## config.mk

```make
export PLATFORM = sky130hd
export DESIGN_NAME = hdmi_i2c_write_engine
export DESIGN_NICKNAME = d
export VERILOG_FILES = /design/src/rtl/hdmi_i2c_pkg.sv /design/src/rtl/hdmi_i2c_qtr_tick.sv /design/src/rtl/hdmi_i2c_write_engine.sv
export SDC_FILE = /design/constraint.sdc
export NUM_CORES = 1
export LEC_CHECK = 0
export ABC_AREA = 1
export BUFFER_PORTS_ARGS = -buffer_cell sky130_fd_sc_hd__buf_2
export CELL_PAD_IN_SITES_DETAIL_PLACEMENT = 1
export CELL_PAD_IN_SITES_GLOBAL_PLACEMENT = 1
export CORE_ASPECT_RATIO = 0.9
export CORE_MARGIN = 2
export CORE_UTILIZATION = 46
export DETAILED_ROUTE_END_ITERATION = 10
export PLACE_DENSITY_LB_ADDON = 0.08
export SLEW_MARGIN = 20
export SYNTH_ARGS = -nofsm -noshare
export SYNTH_HDL_FRONTEND = slang
export SYNTH_SLANG_ARGS = --single-unit
```

## constraint.sdc

```tcl
create_clock -name clk -period 7.15 [get_ports clk]
set_clock_uncertainty 0.15 [all_clocks]
set_input_delay 0.715 -clock clk [delete_from_list [all_inputs] [get_ports clk]]
set_output_delay 0.715 -clock clk [all_outputs]
set_load 0.01 [all_outputs]
```

## src/rtl/hdmi_i2c_pkg.sv

```systemverilog
// hdmi_i2c_pkg: shared state encoding and framing constants for the HDMI I2C write engine.
package hdmi_i2c_pkg;

    typedef enum logic [2:0] {IDLE, START, BIT, ACKBIT, STOP, DONE} state_t;

    localparam int START_QTRS     = 2;
    localparam int BIT_QTRS       = 4;
    localparam int STOP_QTRS      = 3;
    localparam int BYTES_PER_XFER = 3;

endpackage

```

## src/rtl/hdmi_i2c_qtr_tick.sv

```systemverilog
// hdmi_i2c_qtr_tick: registered one-cycle tick every QTR_DIV clk cycles while run is high.
module hdmi_i2c_qtr_tick #(
    parameter int QTR_DIV = 1
) (
    input  logic clk,
    input  logic reset,
    input  logic run,
    output logic tick
);

    logic [7:0] cnt;
    logic       wrap;

    assign wrap = cnt == 8'(QTR_DIV - 1);

    always_ff @(posedge clk) begin
        if (!reset || !run) begin
            cnt  <= '0;
            tick <= 1'b0;
        end else begin
            tick <= wrap;
            cnt  <= wrap ? 8'd0 : cnt + 8'd1;
        end
    end

endmodule

```

## src/rtl/hdmi_i2c_write_engine.sv

```systemverilog
// hdmi_i2c_write_engine: 3-byte I2C master write (START, 3x(8 bits + ACK), STOP).
// Define I2C_ABORT_ON_NACK_EN to jump to STOP on the first NACK.
module hdmi_i2c_write_engine
    import hdmi_i2c_pkg::*;
#(
    parameter int QTR_DIV = 1
) (
    input  logic        clk,
    input  logic        reset,
    input  logic [23:0] I2C_DATA,
    input  logic        enable,
    output logic        I2C_SCL,
    output logic        I2C_SDA_OE,
    input  logic        I2C_SDA_IN,
    output logic        ACK,
    output logic        END
);

    state_t      state;
    logic [1:0]  qtr;
    logic [2:0]  bit_cnt;
    logic [1:0]  byte_cnt;
    logic [23:0] shreg;
    logic        nack;
    logic        tick;
    logic        run;
    logic        last_byte;

    assign run = state inside {START, BIT, ACKBIT, STOP};

`ifdef I2C_ABORT_ON_NACK_EN
    assign last_byte = (byte_cnt == 2'(BYTES_PER_XFER - 1)) || nack;
`else
    assign last_byte = byte_cnt == 2'(BYTES_PER_XFER - 1);
`endif

    hdmi_i2c_qtr_tick #(.QTR_DIV(QTR_DIV)) u_tick (
        .clk  (clk),
        .reset(reset),
        .run  (run),
        .tick (tick)
    );

    // Outputs are registered: each tick loads the levels of the quarter being entered.
    always_ff @(posedge clk) begin
        if (!reset) begin
            state      <= IDLE;
            qtr        <= '0;
            bit_cnt    <= '0;
            byte_cnt   <= '0;
            nack       <= 1'b0;
            I2C_SCL    <= 1'b1;
            I2C_SDA_OE <= 1'b0;
            ACK        <= 1'b0;
            END        <= 1'b0;
        end else begin
            case (state)
                IDLE: begin
                    I2C_SCL    <= 1'b1;
                    I2C_SDA_OE <= enable;
                    END        <= 1'b0;
                    if (enable) begin
                        state    <= START;
                        qtr      <= '0;
                        bit_cnt  <= '0;
                        byte_cnt <= '0;
                        shreg    <= I2C_DATA;
                        nack     <= 1'b0;
                    end
                end
                START: if (tick) begin
                    if (qtr == 2'(START_QTRS - 1)) begin
                        state      <= BIT;
                        qtr        <= '0;
                        I2C_SDA_OE <= ~shreg[23];
                    end else begin
                        qtr     <= qtr + 2'd1;
                        I2C_SCL <= 1'b0;
                    end
                end
                BIT: if (tick) begin
                    qtr     <= qtr + 2'd1;
                    I2C_SCL <= qtr == 2'd1 || qtr == 2'd2;
                    if (qtr == 2'(BIT_QTRS - 1)) begin
                        bit_cnt    <= bit_cnt + 3'd1;
                        shreg      <= {shreg[22:0], 1'b0};
                        state      <= bit_cnt == 3'd7 ? ACKBIT : BIT;
                        I2C_SDA_OE <= bit_cnt == 3'd7 ? 1'b0 : ~shreg[22];
                    end
                end
                ACKBIT: if (tick) begin
                    qtr     <= qtr + 2'd1;
                    I2C_SCL <= qtr == 2'd1 || qtr == 2'd2;
                    if (qtr == 2'd2)
                        nack <= nack | I2C_SDA_IN;
                    if (qtr == 2'(BIT_QTRS - 1)) begin
                        state      <= last_byte ? STOP : BIT;
                        byte_cnt   <= byte_cnt + 2'd1;
                        I2C_SDA_OE <= last_byte ? 1'b1 : ~shreg[23];
                    end
                end
                STOP: if (tick) begin
                    qtr <= qtr + 2'd1;
                    if (qtr == 2'd0)
                        I2C_SCL <= 1'b1;
                    if (qtr == 2'd1)
                        I2C_SDA_OE <= 1'b0;
                    if (qtr == 2'(STOP_QTRS - 1)) begin
                        state <= DONE;
                        qtr   <= '0;
                        END   <= 1'b1;
                        ACK   <= nack;
                    end
                end
                DONE: if (!enable) begin
                    state <= IDLE;
                    END   <= 1'b0;
                end
                default: state <= IDLE;
            endcase
        end
    end

endmodule

```

; Word-level counts from Yosys, hierarchy flattened
; Cells that the tools add are included.
[classes]
n_eq_ne = 25
add_sub_neg = 4
reduce_logical = 25
n_bitwise = 3
mux = 56
[op_table]
columns = operator, n
row1 = 24-bit 2-to-1 mux, 3
row2 = 24-bit one-hot mux with 2 select lines, 1
row3 = 3-bit 2-to-1 mux, 14
row4 = "2-bit by 1-bit != test with 1-bit output, second input constant", 12
row5 = 1-bit 2-to-1 mux, 22
row6 = 3-bit one-hot mux with 6 select lines, 1
row7 = 2-bit 2-to-1 mux, 8
row8 = 4-bit AND reduction, 4
row9 = 10-bit AND reduction, 1
row10 = 5-bit AND reduction, 2
row11 = "3-bit equality test, second input constant", 3
row12 = 9-bit AND reduction, 1
row13 = "8-bit by 1-bit adder with 8-bit output, second input constant", 1
row14 = 8-bit logical NOT, 1
row15 = 2-bit one-hot mux with 4 select lines, 1
row16 = 4-bit nonzero test, 2
row17 = "2-bit equality test, second input constant", 3
row18 = "3-bit by 2-bit equality test with 1-bit output, second input constant", 2
row19 = "2-bit != test, second input constant", 3
row20 = 3-bit one-hot mux with 2 select lines, 1
row21 = 6-bit AND reduction, 1
row22 = 1-bit one-hot mux with 5 select lines, 1
row23 = 5-bit nonzero test, 1
row24 = "2-bit by 1-bit adder with 2-bit output, second input constant", 2
row25 = 17 further kinds, 22
[word_totals]
elab_cells = 125
ff_bits = 48
in_bits = 28

; Longest topological paths before layout
[logic_depth]
ltp_word = 5
ltp_mapped = 11

; Cells and area by module
; A second synthesis with hierarchy kept.
[hier_totals]
cells_unflattened = 336
hier_area_um2 = 2595.0
[by_module_without_submodules]
columns = mod, cells_per_inst, instances, seq_area_each_um2, area_per_inst_um2
row1 = hdmi_i2c_write_engine, 267, 1, 1021.0, 2113.3
row2 = hdmi_i2c_qtr_tick, 69, 1, 180.2, 481.7

; Least setup slack after synthesis
; No wires, ideal clock.
[synth_timing]
path_type = input -> register
startpoint = input reset
endpoint = register shreg[0], enable pin
arrival_time_ns = 2.359
stages = 3
setup_time_ns = 0.413
setup_slack_ns = 4.228
required_time_ns = 6.587
cell_sequence = buf_2 -> clkinv_1 -> a21oi_1
[synth_via]
elab_chain_cells = 1
[synth_lines]
columns = item, line
row1 = start: declaration, hdmi_i2c_write_engine.sv:9  ; input logic reset,
row2 = 5-bit AND reduction (no source line), -
row3 = end signal: assignment, hdmi_i2c_write_engine.sv:86  ; shreg <= {shreg[22:0], 1'b0};
row4 = end: declaration, hdmi_i2c_write_engine.sv:23  ; logic [23:0] shreg;
; Every way passes these cells.
; A chain may end at the register's enable or synchronous reset.

; Worst setup path after layout
[layout_timing]
startpoint = register state[1]
endpoint = register shreg[13], enable pin
[layout_via]
elab_chain_cells = 3
[layout_lines]
columns = item, line
row1 = start: declaration, hdmi_i2c_write_engine.sv:19  ; state_t state;
row2 = start signal: assignment, hdmi_i2c_write_engine.sv:87  ; state <= bit_cnt == 3'd7 ? ACKBIT : BIT;
row3 = start signal: assignment, hdmi_i2c_write_engine.sv:97  ; state <= last_byte ? STOP : BIT;
row4 = 3-bit by 2-bit equality test with 1-bit output / 3-bit logical NOT (equally long branches), hdmi_i2c_write_engine.sv:57  ; case (state)
row5 = "2-bit by 1-bit != test with 1-bit output (no source line), or another cell as far along", -
row6 = 5-bit AND reduction (no source line) (*), -
; Mark *: on every way between the ends. The rest lies on a longest branch, timed or not.

==> run summary <==
## Power and ir drop
- internal power of the cells: 520 uW
- fraction of power spent switching nets: 0.395
- sequential power share: 0.434
- combinational share of power: 0.364
- worst ir drop on vdd: 0.000149 V
- power per cell area: 304 nW/um^2
- Clk network pwr share: 0.202
- switching power total: 339 uW
- Leakage Power: 1.27 nW

## Clock tree
- clock-pin slew reported for the worst setup and hold paths after clock tree synthesis: 0.09 ns
- Max H-tree Level: 2
- number of sinks on the clock net: 48
- clock root buffer: sky130_fd_sc_hd__clkbuf_8
- number of CTS-inserted buffers: 5
- CTS tree: done
- Clock Path Buffers: 2
- Post-CTS Hold Buffers: 0
- clock latency on the worst-skew pair: 0.30 ns
- postcts setup bufs: 0
- number of gates given a new drive strength after cts: 0

## Synthesis
- number of synthesized flops with an enable pin: 24
- post-synthesis share of cell area spent on full adders, half adders and majority gates: 0.0592
- Yosys warnings: 0
- area fraction of the dominant cell type after synthesis: 0.284
- synthesized netlist cell count: 307
- average cell area after synthesis: 8.26 sq um
- post-synthesis mux area share: 0
- sequential-to-total area share from yosys stat: 0.474
- largest family of logic cells by synthesized area: simple AND/OR/NAND/NOR gates
- leading cell types by total area after synthesis: sky130_fd_sc_hd__edfxtp_1 28%, sky130_fd_sc_hd__dfxtp_1 19%, sky130_fd_sc_hd__nand2_1 16%
- cell type contributing the most total cell area after synthesis: sky130_fd_sc_hd__edfxtp_1
- Post-Synth Simple-Gate Area: 0.323
- post-synthesis net count: 347
- XOR/XNOR Fraction of Synth Area: 0.0138
- share of flip-flops with an asynchronous set or reset: 0
- most common flop cell mapped by yosys: sky130_fd_sc_hd__edfxtp_1
- area fraction in compound gates after synthesis: 0.0602
- number of different library cells in the post-synthesis netlist: 32
- flop and latch count out of synthesis: 48
- Mapped Area: 2540 sq um

## Timing
- number of endpoints with negative hold slack in the final report: 0
- total count of max-transition violations in the final report: 0
- setup TNS: 0 ns
- setup repair after global routing missed its margin: no
- Final Critical Period: 2.44 ns
- maximum clock frequency: 0.410 GHz
- post-route fraction of the period consumed by the critical path: 0.341
- Rel. slew slack: 0.586
- Final Worst Setup Slack: 4.71 ns
- worst-margin pin slew: 0.621 ns
- final hold slack: 0.302 ns
- final setup violation count: 0

## Cells and area
- layout overhead on the synthesized area: 11.4%
- share of the core filled with cells in the final layout: 0.534
- final cell count without fillers: 406
- most common cell after layout, fill and taps aside: sky130_fd_sc_hd__nand2_1
- top library cells by usage in the layout, fill and taps aside: 106 x sky130_fd_sc_hd__nand2_1, 31 x sky130_fd_sc_hd__buf_2, 27 x sky130_fd_sc_hd__inv_1
- fraction of final layout cells with drive strength greater than 1: 0.186
- Filler Cells Inserted: 680
- area of the multi-input gates: 1160 sq um
- antenna fix cells: 0
- sequential cell area: 1200 sq um
- number of nets in the finished design: 378

## GRT
- via count of the first global-routing pass: 2012
- GR Overflow Total: 0
- first-pass GRT wire length: 9.25 mm
- initial antenna violation count: 0
- Global Route Usage Sum: 0.199
- largest net degree at the start of global routing: 29

## Setup path
- Reg2Reg Launch Point: state[1]
- worst setup path class: reg2reg
- Crit path max-delay family: simple AND/OR/NAND/NOR gates
- worst reg-to-reg path cell count: 5
- delay of the slowest cell on the worst path: 0.64 ns
- Worst Setup Start Kind: register
- arrival time at the worst endpoint: 2.27 ns
- Worst setup EP type: register
- flop2flop setup slack: 4.71 ns
- maximum fanout count along the critical path: 28
- r2r endpoint: shreg[13]
- Crit. Startpoint: state[1]
- crit path buf inv count: 2
- data required time at the worst endpoint: 6.98 ns
- crit path cell chain: nand2_2, nor2_2, inv_1, a21oi_2, buf_4
- cell at the slowest stage of the critical path: sky130_fd_sc_hd__dfxtp_1

## Place
- last weighted congestion value of the routability-driven placer: 0.870
- post-place setup slack: 4.72 ns
- cell count after placement: 398
- Final HPWL DP: 4.15 mm
- quantity of I/O buffers inserted on ports: 31

## Floorplanning
- Total Die Area: 6120 sq um
- effective utilization at floorplan: 0.480
- height of the chip: 74.4 um
- Die X: 82.3 um
- count of pins on the block boundary: 32
- FP Rows: 25
- core region area: 5290 sq um

## Drt
- DRC violation total after the first TritonRoute iteration: 49
- routed len/inst: 13.6 um
- via-per-instance ratio: 5.02
- overall routed net length: 5.52 mm
- count of TritonRoute iterations in the first routing pass: 4
- number of routed nets with antenna violations: 0
- drc violations: 0
- vias after detailed routing: 2037

## Run status
- result of the run: complete, no violations

## Min path
- Worst Hold Path EP: ACK
- source of the worst hold timing path: ACK
- type of the tightest min-delay check: reg2reg
- cell depth of the worst hold path: 2

## Job
- max-cap check violation count: 0

==> layout make-up <==
cell class,instances,area share
Inverter,31,0.0430
Clock buffer,6,0.0292
Tap cell,67,0.0297
Timing Repair Buffer,32,0.0576
Sequential cell,48,0.425
Clock inverter,2,0.00487
Multi-Input combinational cell,220,0.411
==> worst max path at each step <==
stage,endpoint,slack [ns],cells after the start
finish,shreg[13],4.71,5
global route,shreg[8],4.51,5
CTS,shreg[13],4.68,5
detailed placement,shreg[7],4.72,5
global placement,shreg[8],4.78,5
floorplan,shreg[0],4.23,3
==> registers in the layout (all words and copies together) (netlist names) <==
name / count
END: 1
state: 3
I2C_SCL: 1
byte_cnt: 2
ACK: 1
nack: 1
shreg: 24
I2C_SDA_OE: 1
u_tick.tick: 1
qtr: 2
bit_cnt: 3
u_tick.cnt: 8
==> per-layer routing <==
layer,global-route usage,part of all wire,up-vias
li1,-,-,1053
met1,0.271,0.49,952
met2,0.319,0.47,25
met3,0.0413,0.031,7
met4,0.0667,0.012,0
met5,0,0,-
==> worst reg2reg max path, cell delays in order (launching register included) <==
cell                      delay [ns]
sky130_fd_sc_hd__dfxtp_1        0.64
sky130_fd_sc_hd__nand2_2        0.45
sky130_fd_sc_hd__nor2_2         0.29
sky130_fd_sc_hd__inv_1          0.13
sky130_fd_sc_hd__a21oi_2        0.13
sky130_fd_sc_hd__buf_4          0.33
==> per-stage QoR <==
stage	cell area (sq um)	power, mW
finish	2830	0.859
global route	2830	0.930
CTS	2830	0.870
detailed placement	2730	0.696
global placement	2730	0.685
floorplan	2540	0.626
==> synthesized netlist by cell type, types with 2 or more instances <==
cell and number:
sky130_fd_sc_hd__dfxtp_1 24, sky130_fd_sc_hd__inv_2 2, sky130_fd_sc_hd__edfxtp_1 24, sky130_fd_sc_hd__nand4_1 4, sky130_fd_sc_hd__o22ai_1 2, sky130_fd_sc_hd__a21oi_1 16
sky130_fd_sc_hd__nand3_1 22, sky130_fd_sc_hd__nand2_1 106, sky130_fd_sc_hd__buf_2 4, sky130_fd_sc_hd__nor2_1 24, sky130_fd_sc_hd__o21ai_0 6, sky130_fd_sc_hd__nand2_2 2
sky130_fd_sc_hd__nand2_4 5, sky130_fd_sc_hd__nor2_4 5, sky130_fd_sc_hd__inv_1 27, sky130_fd_sc_hd__nor2_2 3, sky130_fd_sc_hd__buf_6 3, sky130_fd_sc_hd__xor2_1 3
sky130_fd_sc_hd__ha_1 12
==> power groups by stage <==
stage	combinational (mW)	clock (mW)	sequential [mW]
floorplan	0.269	0	0.357
global placement	0.308	0	0.377
detailed placement	0.317	0	0.379
CTS	0.318	0.179	0.373
global route	0.363	0.188	0.378
finish	0.313	0.174	0.373
==> cell families after synthesis <==
kind of cell / Yosys count
and+or+nand+nor: 176
DFF: 48
adders and majority gates: 12
xor gates and xnor gates: 4
AOI/OAI and AO/OA: 28
buffers and inverters: 39
Note: power is estimated with default switching activity, not from simulation.
